===== src/rtl/bsg_fifos_to_axil.sv =====
// Bridges a valid/ready request stream and a valid/yumi response stream onto an
// AXI-Lite master port, keeping exactly one transaction in flight at a time.

package bsg_axil_pkg;

    // Master-driven AXI-Lite signals; field order matches the packed bus layout.
    typedef struct packed {
        logic [31:0] awaddr;
        logic        awvalid;
        logic [31:0] wdata;
        logic [3:0]  wstrb;
        logic        wvalid;
        logic        bready;
        logic [31:0] araddr;
        logic        arvalid;
        logic        rready;
    } bsg_axil_mosi_bus_s;

    // Slave-driven AXI-Lite signals.
    typedef struct packed {
        logic        awready;
        logic        wready;
        logic [1:0]  bresp;
        logic        bvalid;
        logic        arready;
        logic [31:0] rdata;
        logic [1:0]  rresp;
        logic        rvalid;
    } bsg_axil_miso_bus_s;

endpackage

module bsg_fifos_to_axil
    import bsg_axil_pkg::*;
(
    input  logic               clk_i,
    input  logic               reset_n_i,

    output bsg_axil_mosi_bus_s m_axil_bus_o,
    input  bsg_axil_miso_bus_s m_axil_bus_i,

    input  logic               req_v_i,
    input  logic               req_we_i,
    input  logic [31:0]        req_addr_i,
    input  logic [31:0]        req_data_i,
    input  logic [3:0]         req_wstrb_i,
    output logic               req_ready_o,

    output logic               resp_v_o,
    output logic               resp_we_o,
    output logic [31:0]        resp_data_o,
    output logic [1:0]         resp_code_o,
    input  logic               resp_yumi_i,

    output logic               busy_o
);

    typedef enum logic [2:0] {
        IDLE    = 3'd0,
        WR_REQ  = 3'd1,
        WR_RESP = 3'd2,
        RD_ADDR = 3'd3,
        RD_DATA = 3'd4,
        RESP    = 3'd5
    } state_e;

    state_e      state_r, state_n;

    logic [31:0] addr_r;
    logic [31:0] data_r;
    logic [3:0]  wstrb_r;
    logic        we_r;
    logic        aw_done_r;
    logic        w_done_r;
    logic [31:0] resp_data_r;
    logic [1:0]  resp_code_r;

    logic        accept;
    logic        awvalid, wvalid, bready, arvalid, rready;
    logic        aw_hs, w_hs, b_hs, ar_hs, r_hs;
    logic        aw_complete, w_complete;

    // Request side: ready only when idle and out of reset.
    assign req_ready_o = (state_r == IDLE) & reset_n_i;
    assign accept      = req_v_i & req_ready_o;
    assign busy_o      = (state_r != IDLE);

    // Valids and readies depend only on state and done flags, never on an AXI ready.
    assign awvalid = (state_r == WR_REQ) & ~aw_done_r;
    assign wvalid  = (state_r == WR_REQ) & ~w_done_r;
    assign bready  = (state_r == WR_RESP);
    assign arvalid = (state_r == RD_ADDR);
    assign rready  = (state_r == RD_DATA);

    assign aw_hs = awvalid & m_axil_bus_i.awready;
    assign w_hs  = wvalid  & m_axil_bus_i.wready;
    assign b_hs  = bready  & m_axil_bus_i.bvalid;
    assign ar_hs = arvalid & m_axil_bus_i.arready;
    assign r_hs  = rready  & m_axil_bus_i.rvalid;

    // The aw and w channels may complete in either order or together.
    assign aw_complete = aw_done_r | aw_hs;
    assign w_complete  = w_done_r  | w_hs;

    always_comb begin
        m_axil_bus_o         = '0;
        m_axil_bus_o.awaddr  = addr_r;
        m_axil_bus_o.awvalid = awvalid;
        m_axil_bus_o.wdata   = data_r;
        m_axil_bus_o.wstrb   = wstrb_r;
        m_axil_bus_o.wvalid  = wvalid;
        m_axil_bus_o.bready  = bready;
        m_axil_bus_o.araddr  = addr_r;
        m_axil_bus_o.arvalid = arvalid;
        m_axil_bus_o.rready  = rready;
    end

    assign resp_v_o    = (state_r == RESP);
    assign resp_we_o   = we_r;
    assign resp_data_o = resp_data_r;
    assign resp_code_o = resp_code_r;

    // NOTE: every output of a combinational block gets a default first so no path infers a latch.
    always_comb begin
        state_n = state_r;
        unique case (state_r)
            IDLE:    if (accept)                    state_n = req_we_i ? WR_REQ : RD_ADDR;
            WR_REQ:  if (aw_complete & w_complete)  state_n = WR_RESP;
            WR_RESP: if (b_hs)                      state_n = RESP;
            RD_ADDR: if (ar_hs)                     state_n = RD_DATA;
            RD_DATA: if (r_hs)                      state_n = RESP;
            RESP:    if (resp_yumi_i)               state_n = IDLE;
            default:                                state_n = IDLE;
        endcase
    end

    // NOTE: sequential state uses non-blocking assignments so all registers update from pre-edge values.
    always_ff @(posedge clk_i or negedge reset_n_i) begin
        if (!reset_n_i) begin
            state_r <= IDLE;
        end else begin
            state_r <= state_n;
        end
    end

    always_ff @(posedge clk_i or negedge reset_n_i) begin
        if (!reset_n_i) begin
            addr_r  <= '0;
            data_r  <= '0;
            wstrb_r <= '0;
            we_r    <= 1'b0;
        end else if (accept) begin
            addr_r  <= req_addr_i;
            data_r  <= req_data_i;
            wstrb_r <= req_wstrb_i;
            we_r    <= req_we_i;
        end
    end

    // Each write channel drops its valid the cycle after its own handshake.
    always_ff @(posedge clk_i or negedge reset_n_i) begin
        if (!reset_n_i) begin
            aw_done_r <= 1'b0;
            w_done_r  <= 1'b0;
        end else if (accept) begin
            aw_done_r <= 1'b0;
            w_done_r  <= 1'b0;
        end else begin
            if (aw_hs) aw_done_r <= 1'b1;
            if (w_hs)  w_done_r  <= 1'b1;
        end
    end

    // Error codes are captured verbatim and never steer the state machine.
    always_ff @(posedge clk_i or negedge reset_n_i) begin
        if (!reset_n_i) begin
            resp_data_r <= '0;
            resp_code_r <= '0;
        end else if (b_hs) begin
            resp_data_r <= '0;
            resp_code_r <= m_axil_bus_i.bresp;
        end else if (r_hs) begin
            resp_data_r <= m_axil_bus_i.rdata;
            resp_code_r <= m_axil_bus_i.rresp;
        end
    end

endmodule


===== config.mk =====
export PLATFORM = sky130hd
export DESIGN_NAME = bsg_fifos_to_axil
export DESIGN_NICKNAME = d
export VERILOG_FILES = /design/src/rtl/bsg_fifos_to_axil.sv
export SDC_FILE = /design/constraint.sdc
export NUM_CORES = 1
export LEC_CHECK = 0
export CAP_MARGIN = 30
export CORE_MARGIN = 1
export CORE_UTILIZATION = 38
export DETAILED_ROUTE_END_ITERATION = 7
export PLACE_DENSITY_LB_ADDON = 0.12
export SLEW_MARGIN = 20
export SYNTH_ARGS = -nofsm -noshare
export SYNTH_HDL_FRONTEND = slang
export SYNTH_SLANG_ARGS = --single-unit
export TNS_END_PERCENT = 100

===== constraint.sdc =====
create_clock -name clk_i -period 2.8 [get_ports clk_i]
set_input_delay 0.7 -clock clk_i [delete_from_list [all_inputs] [get_ports clk_i]]
set_output_delay 0.7 -clock clk_i [all_outputs]
set_load 0.02 [all_outputs]

==> impl_metrics.env, run 1 <==
export IMPL_status="completed"
export IMPL_vias_in_the_first_global_route=3425
export IMPL_critPathCaptureType="primary output"
export IMPL_tritoncts_num_sinks=108
export IMPL_critical_path_reg2reg_startpoint="state_r[2]"
export IMPL_hold_path_endpoint="data_r[23]"
export IMPL_max_vdd_ir_drop_v=0.000547
export IMPL_drv_cap=0
export IMPL_port_buffers=256
export IMPL_post_synth_instance_area_um2=4770
export IMPL_syn2layout_area_growth_pct=56.5
export IMPL_gr_usage_all_layers_pct=19.0
export IMPL_grt_overflow_total=0
export IMPL_nets=642
export IMPL_crit_slowest_cell="clkdlybuf4s50_1"
export IMPL_critical_path_cell_chain="nor3_2 > and2_1 > clkdlybuf4s50_1"
export IMPL_crit_reg2reg_capture="data_r[24]"
export IMPL_grt_start_max_net_pins=65
export IMPL_critPathArrivalTime_ns=1.96
export IMPL_cts_max_level=3
export IMPL_finalWirelength_mm=12.1
export IMPL_finish_instance_area_um2=7460
export IMPL_route_detailed_drc=0
export IMPL_layout_worst_path_cycle_share_pct=94.9
export IMPL_tritoncts="done"
export IMPL_drt_initial_drc_count=137
export IMPL_setup_worst_path_class="reg2out"
export IMPL_postSynthAreaPerCell_um2=15.5
export IMPL_max_freq_mhz=376
export IMPL_rsz_0062_raised_after_global_routing="false"
export IMPL_logic_depth_of_the_worst_register_to_register_path=4
export IMPL_worst_r2r_setup_slack_ns=0.88
export IMPL_globalRouteMet1Util_pct=21.5
export IMPL_cpPeakStageDelay_ns=0.60
export IMPL_fin_setup_tns_ns=0
export IMPL_max_clock_path_buffers=2
export IMPL_cp_start_kind="register"
export IMPL_post_layout_cell_count=701
export IMPL_final_setup_skew_ns=0.00488
export IMPL_timing_hold_violations_final=0
export IMPL_synth_ff_latch_count=108
export IMPL_dpl_wire_length_mm=8.89
export IMPL_dr_total_vias=3291
export IMPL_synthCells=308
export IMPL_routed_wire_per_std_cell_um=17.2
export IMPL_commonest_non_fill_non_tap_cell_in_the_layout="clkdlybuf4s50_1"
export IMPL_gp_weighted_congestion=0.771
export IMPL_grt_pass1_wl_mm=18.6
export IMPL_placedCellCount=685
export IMPL_whs_path_depth=1
export IMPL_final_layout_size_suffix_gt1_share_pct=16.7
export IMPL_groute_layer_met3_usage_pct=7.17
export IMPL_worst_endpoint_required_ns=2.10
export IMPL_power_density_cell_area_nw_per_um2=1250
export IMPL_synth_seq_area_share_pct=56.7
export IMPL_grt_most_used_layer="met2"
export IMPL_grt_antenna_before_repair=0
export IMPL_leakagePower_nw=3.21
export IMPL_worst_hold_startpoint="data_r[23]"
export IMPL_floorplan_rows=40
export IMPL_diode_insertion_count_for_antenna_repair=0
export IMPL_post_placement_cell_area_um2=7140
export IMPL_worst_setup_hold_path_clk_slew_ns=0.07
export IMPL_design_portCount=257
export IMPL_yosys_most_used_dff="dfrtp_1"
export IMPL_path_type_of_the_worst_min_delay_path="reg2reg"
export IMPL_drt_first_pass_iters=4
export IMPL_drtAntennaViolNets=0
export IMPL_filler_cell_count=996
export IMPL_post_cts_hold_buffer_count=0
export IMPL_synth_lib_cells_used_distinct=34
export IMPL_buffer_cell_driving_the_clock_tree_root="clkbuf_16"
export IMPL_die_height_um=114
export IMPL_slew_violations=0
export IMPL_synth_async_sr_flop_share_pct=100
export IMPL_chipWidth_um=114
export IMPL_globalRouteMet2Util_pct=33.2
export IMPL_setup_viol=0
export IMPL_number_of_buffers_inserted_during_clock_tree_synthesis=9
export IMPL_via_per_inst=4.69
export IMPL_timing_final_crit_period_ns=2.66
export IMPL_synth_enable_flop_cells=0
export IMPL_die_area_um2=13000
export IMPL_yosys_warn_count=0
export IMPL_core_region_area_um2=12100
export IMPL_clock_latency_ns=0.35
export IMPL_starting_utilization_of_the_core_area_pct=39.4
export IMPL_max_slew_worst_pin_slew_ns=0.820
export IMPL_nets_in_the_synthesized_netlist=422
export IMPL_worst_case_headroom_to_the_max_slew_limit_pct=45.4
export IMPL_timing_critical_path_fanout_max=14
export IMPL_most_frequent_cells_in_the_layout="clkdlybuf4s50_1 (255), dfrtp_1 (107), mux2_4 (60)"
[routing by layer]
layer  wire, µm  vias up
met2       6330      135
met5          0        -
met4        171        0
met1       4690     1643
met3        894       17
li1           -     1496
[timing repair]
item,CTS,global route
gates resized for setup,0,2
setup buffers,0,0
endpoints found under the setup margin,0,4
[how the worst max path moves through the flow]
| stage | from | endpoint | slack, ns | depth (start not counted) |
|---|---|---|---|---|
| 2_1_floorplan | state_r[1] | m_axil_bus_o[35] | 1.10 | 5 |
| 5_1_grt | state_r[2] | req_ready_o | 0.003 | 3 |
| 3_5_place_dp | state_r[0] | m_axil_bus_o[72] | 0.42 | 4 |
| 4_1_cts | state_r[0] | m_axil_bus_o[72] | 0.03 | 4 |
| 3_3_place_gp | state_r[0] | m_axil_bus_o[35] | 0.46 | 4 |
| 6_report | state_r[2] | req_ready_o | 0.14 | 3 |
[cells by family (layout without fill, tap and decap cells)]
family / Yosys count / in the layout / synth area share (%)
compound gates: 45 / 45 / 7.92
buf+inv: 58 / 283 / 10.7
mux: 70 / 70 / 21.2
simple gates: 27 / 27 / 3.44
flops: 108 / 108 / 56.7
[cells in the mapped netlist (3+ instances only)]
master	n	area share, %
nor2_1	6	0.47
buf_6	3	0.71
nand2_1	3	0.24
buf_2	6	0.63
buf_12	7	2.9
dfrtp_1	108	57
buf_4	37	5.8
a22o_1	32	5.9
mux2_4	60	19
nand3b_1	3	0.47
a21oi_1	3	0.31
a221o_1	3	0.63
mux2_1	8	1.9
[metrics by stage]
| stage | total power, mW | util, % | setup slack (ns) | hold WS [ns] |
|---|---|---|---|---|
| floorplan | 5.92 | - | 1.10 | 0.404 |
| global placement | 7.92 | 58.9 | 0.460 | 0.470 |
| detailed placement | 7.98 | 58.9 | 0.421 | 0.474 |
| CTS | 9.41 | 61.6 | 0.0256 | 0.493 |
| global route | 9.77 | 61.6 | 0.00273 | 0.509 |
| finish | 9.30 | 61.6 | 0.143 | 0.488 |
[flip-flops by register name, indices dropped and copies added (netlist names)]
signal / count
resp_code_o: 2
wstrb_r: 4
aw_done_r: 1
data_r: 32
w_done_r: 1
resp_we_o: 1
resp_data_o: 32
state_r: 3
addr_r: 32
[report_power, final]
part / total, mW / leakage, nW / switching (mW) / internal, mW
Combinational: 5.07 / 1.73 / 2.25 / 2.81
Clock: 1.36 / 0.153 / 0.555 / 0.808
Sequential: 2.87 / 1.32 / 0.548 / 2.32
[worst max-delay path, delay by kind of cell (launching register included)]
family	cells	cell delay, ns
buffers and inverters	1	0.60
DFF	1	0.52
and+or+nand+nor	2	0.48
[layout make-up]
cell class / count / area [µm²] / area share (%)
Clock buffer: 12 / 246 / 3.30
Clock inverter: 4 / 72.6 / 0.973
Inverter: 2 / 7.51 / 0.101
Multi-Input combinational cell: 142 / 1560 / 20.9
Sequential cell: 108 / 2700 / 36.2
Tap cell: 168 / 210 / 2.82
Timing Repair Buffer: 265 / 2670 / 35.7
Power figures use the tool's default switching activity.
==> inputs of run 2 (changes only) <==
Settings changed: SLEW_MARGIN 20 to not set.
==> results of run 2 <==
No change in the layout: final DEF, timing and power equal those of run 1.
==> inputs of run 3 (changes only) <==
Settings changed: DONT_BUFFER_PORTS set to 1.
==> run 3 against run 2 <==
Cell area shrank 35%. Largest power group is now sequential cells. Register-to-register slack lost 0.14 ns. Sequential power grew 47%. Final cell count shrank 37%. Critical path type unchanged. Hold slack lost 0.44 ns. Largest cell class unchanged. Routed wire length shrank 22%. Worst setup slack gained 0.26 ns. Highest routed layer unchanged. Combinational power shrank 69%. Clock power shrank 15%. Maximum frequency grew 11%. Clock skew grew 0.0024 ns.
==> impl_metrics.env, run 3 (synthesis results as in run 1) <==
export IMPL_status="completed"
export IMPL_clock_latency_ns=0.34
export IMPL_tritoncts="done"
export IMPL_floorplan_rows=40
export IMPL_buffer_cell_driving_the_clock_tree_root="clkbuf_16"
export IMPL_design_portCount=257
export IMPL_gr_usage_all_layers_pct=14.6
export IMPL_timing_hold_violations_final=0
export IMPL_route_detailed_drc=0
export IMPL_path_type_of_the_worst_min_delay_path="in2async"
export IMPL_chipWidth_um=114
export IMPL_dpl_wire_length_mm=6.45
export IMPL_cts_resized=0
export IMPL_vias_in_the_first_global_route=2428
export IMPL_post_cts_hold_buffer_count=0
export IMPL_drt_first_pass_iters=4
export IMPL_port_buffers=0
export IMPL_max_vdd_ir_drop_v=0.000666
export IMPL_nets=382
export IMPL_die_area_um2=13000
export IMPL_filler_cell_count=1145
export IMPL_die_height_um=114
export IMPL_slew_violations=0
export IMPL_leakagePower_nw=2.19
export IMPL_max_freq_mhz=417
export IMPL_worst_case_headroom_to_the_max_slew_limit_pct=36.9
export IMPL_final_layout_size_suffix_gt1_share_pct=30.0
export IMPL_timing_final_crit_period_ns=2.40
export IMPL_post_layout_total_power_mw=6.97
export IMPL_drt_initial_drc_count=109
export IMPL_number_of_buffers_inserted_during_clock_tree_synthesis=9
export IMPL_rsz_0062_raised_after_global_routing="false"
export IMPL_dr_total_vias=2266
export IMPL_internal_power_mw=3.98
export IMPL_most_frequent_cells_in_the_layout="dfrtp_1 (108), mux2_4 (60), a22o_1 (32)"
export IMPL_drtAntennaViolNets=0
export IMPL_grt_start_max_net_pins=113
export IMPL_core_region_area_um2=12100
export IMPL_final_setup_skew_ns=0.00727
export IMPL_pwr_share_seq_pct=60.7
export IMPL_routed_wire_per_std_cell_um=21.4
export IMPL_switchingPower_mw=2.99
export IMPL_starting_utilization_of_the_core_area_pct=39.4
export IMPL_commonest_non_fill_non_tap_cell_in_the_layout="dfrtp_1"
export IMPL_cp_start_kind="register"
export IMPL_fin_setup_tns_ns=0
export IMPL_timing_critical_path_fanout_max=14
export IMPL_syn2layout_area_growth_pct=1.18
export IMPL_drv_cap=0
export IMPL_combPwrFrac_pct=22.8
export IMPL_layout_worst_path_cycle_share_pct=85.7
export IMPL_worst_setup_hold_path_clk_slew_ns=0.07
export IMPL_critPathArrivalTime_ns=1.70
export IMPL_cts_max_level=3
export IMPL_grt_antenna_before_repair=1
export IMPL_max_clock_path_buffers=2
export IMPL_setup_worst_path_class="reg2out"
export IMPL_gp_weighted_congestion=0.750
export IMPL_worst_endpoint_required_ns=2.10
export IMPL_post_cts_repair_setup_buffers=0
export IMPL_max_slew_worst_pin_slew_ns=0.947
export IMPL_power_switching_fraction_pct=42.9
export IMPL_power_density_cell_area_nw_per_um2=1450
export IMPL_setup_viol=0
export IMPL_via_per_inst=5.16
export IMPL_grt_overflow_total=0
export IMPL_grt_pass1_wl_mm=14.1
export IMPL_critPathCaptureType="primary output"
export IMPL_finalWirelength_mm=9.40
export IMPL_tritoncts_num_sinks=108
export IMPL_pwr_share_clk_pct=16.6
==> run 3: cell count changes in the layout (fill, tap and decap cells not counted), sizes merged <==
cell	change
buf	-5
bufinv	-2
clkbuf	-1
clkdlybuf4s50	-255
diode	+1
==> run 3: critical path: stages (launching register included) <==
cell and delay (ns):
dfrtp_1 0.61, nor2b_1 0.26, nand2_1 0.12, nor2_1 0.36
==> run 3: metal layers <==
metal | vias up | global-route usage [%] | share of wire, %
met5 | - | 0 | 0
met4 | 0 | 5.45 | 1.8
met3 | 13 | 7.49 | 10
met2 | 133 | 22.9 | 50
met1 | 1151 | 17.0 | 38
li1 | 969 | - | -
==> run 3: metrics by stage <==
| stage | util [%] | instances | cell area, µm² | hold slack, ns | worst slack (ns) |
|---|---|---|---|---|---|
| final | 39.8 | 439 | 4820 | 0.0523 | 0.401 |
| after global routing | 39.8 | 439 | 4820 | 0.0185 | 0.291 |
| after CTS | 39.8 | 438 | 4820 | 0.0264 | 0.407 |
| after detailed placement | 37.6 | 425 | 4560 | 0.406 | 0.735 |
| after global placement | 37.4 | 424 | 4530 | 0.406 | 0.745 |
| after floorplan | - | 308 | 4770 | 0.404 | 1.10 |
==> run 3: path summary, 6_finish.rpt <==
check	startpoint	end	slack, ns	cells past startpoint
max in group asynchronous	reset_n_i	resp_we_o	2.55	0
min in group clk_i	req_data_i[19]	data_r[19]	0.49	1
worst max register to register	state_r[0]	resp_data_o[31]	0.74	4
worst max-delay path	state_r[0]	m_axil_bus_o[35]	0.40	3
worst min-delay path	reset_n_i	addr_r[18]	0.05	0
worst min register to register	aw_done_r	aw_done_r	0.54	2
==> run 3: layout make-up <==
class | instances | area, µm² | share of cell area, %
Sequential cell | 108 | 2700 | 56.0
Multi-Input combinational cell | 142 | 1550 | 32.2
Clock buffer | 11 | 253 | 5.24
Tap cell | 168 | 210 | 4.36
Timing Repair Buffer | 5 | 82.6 | 1.71
Clock inverter | 2 | 12.5 | 0.259
Inverter | 2 | 7.51 | 0.156
Antenna cell | 1 | 2.50 | 0.0519
==> run 3: power by group through the flow <==
stage	logic (mW)	clock network, mW	registers [mW]
after detailed placement	1.60	0	4.26
final	1.59	1.16	4.23
after floorplan	2.24	0	3.68
after global placement	1.54	0	4.28
after CTS	1.61	1.22	4.25
after global routing	1.72	1.28	4.35
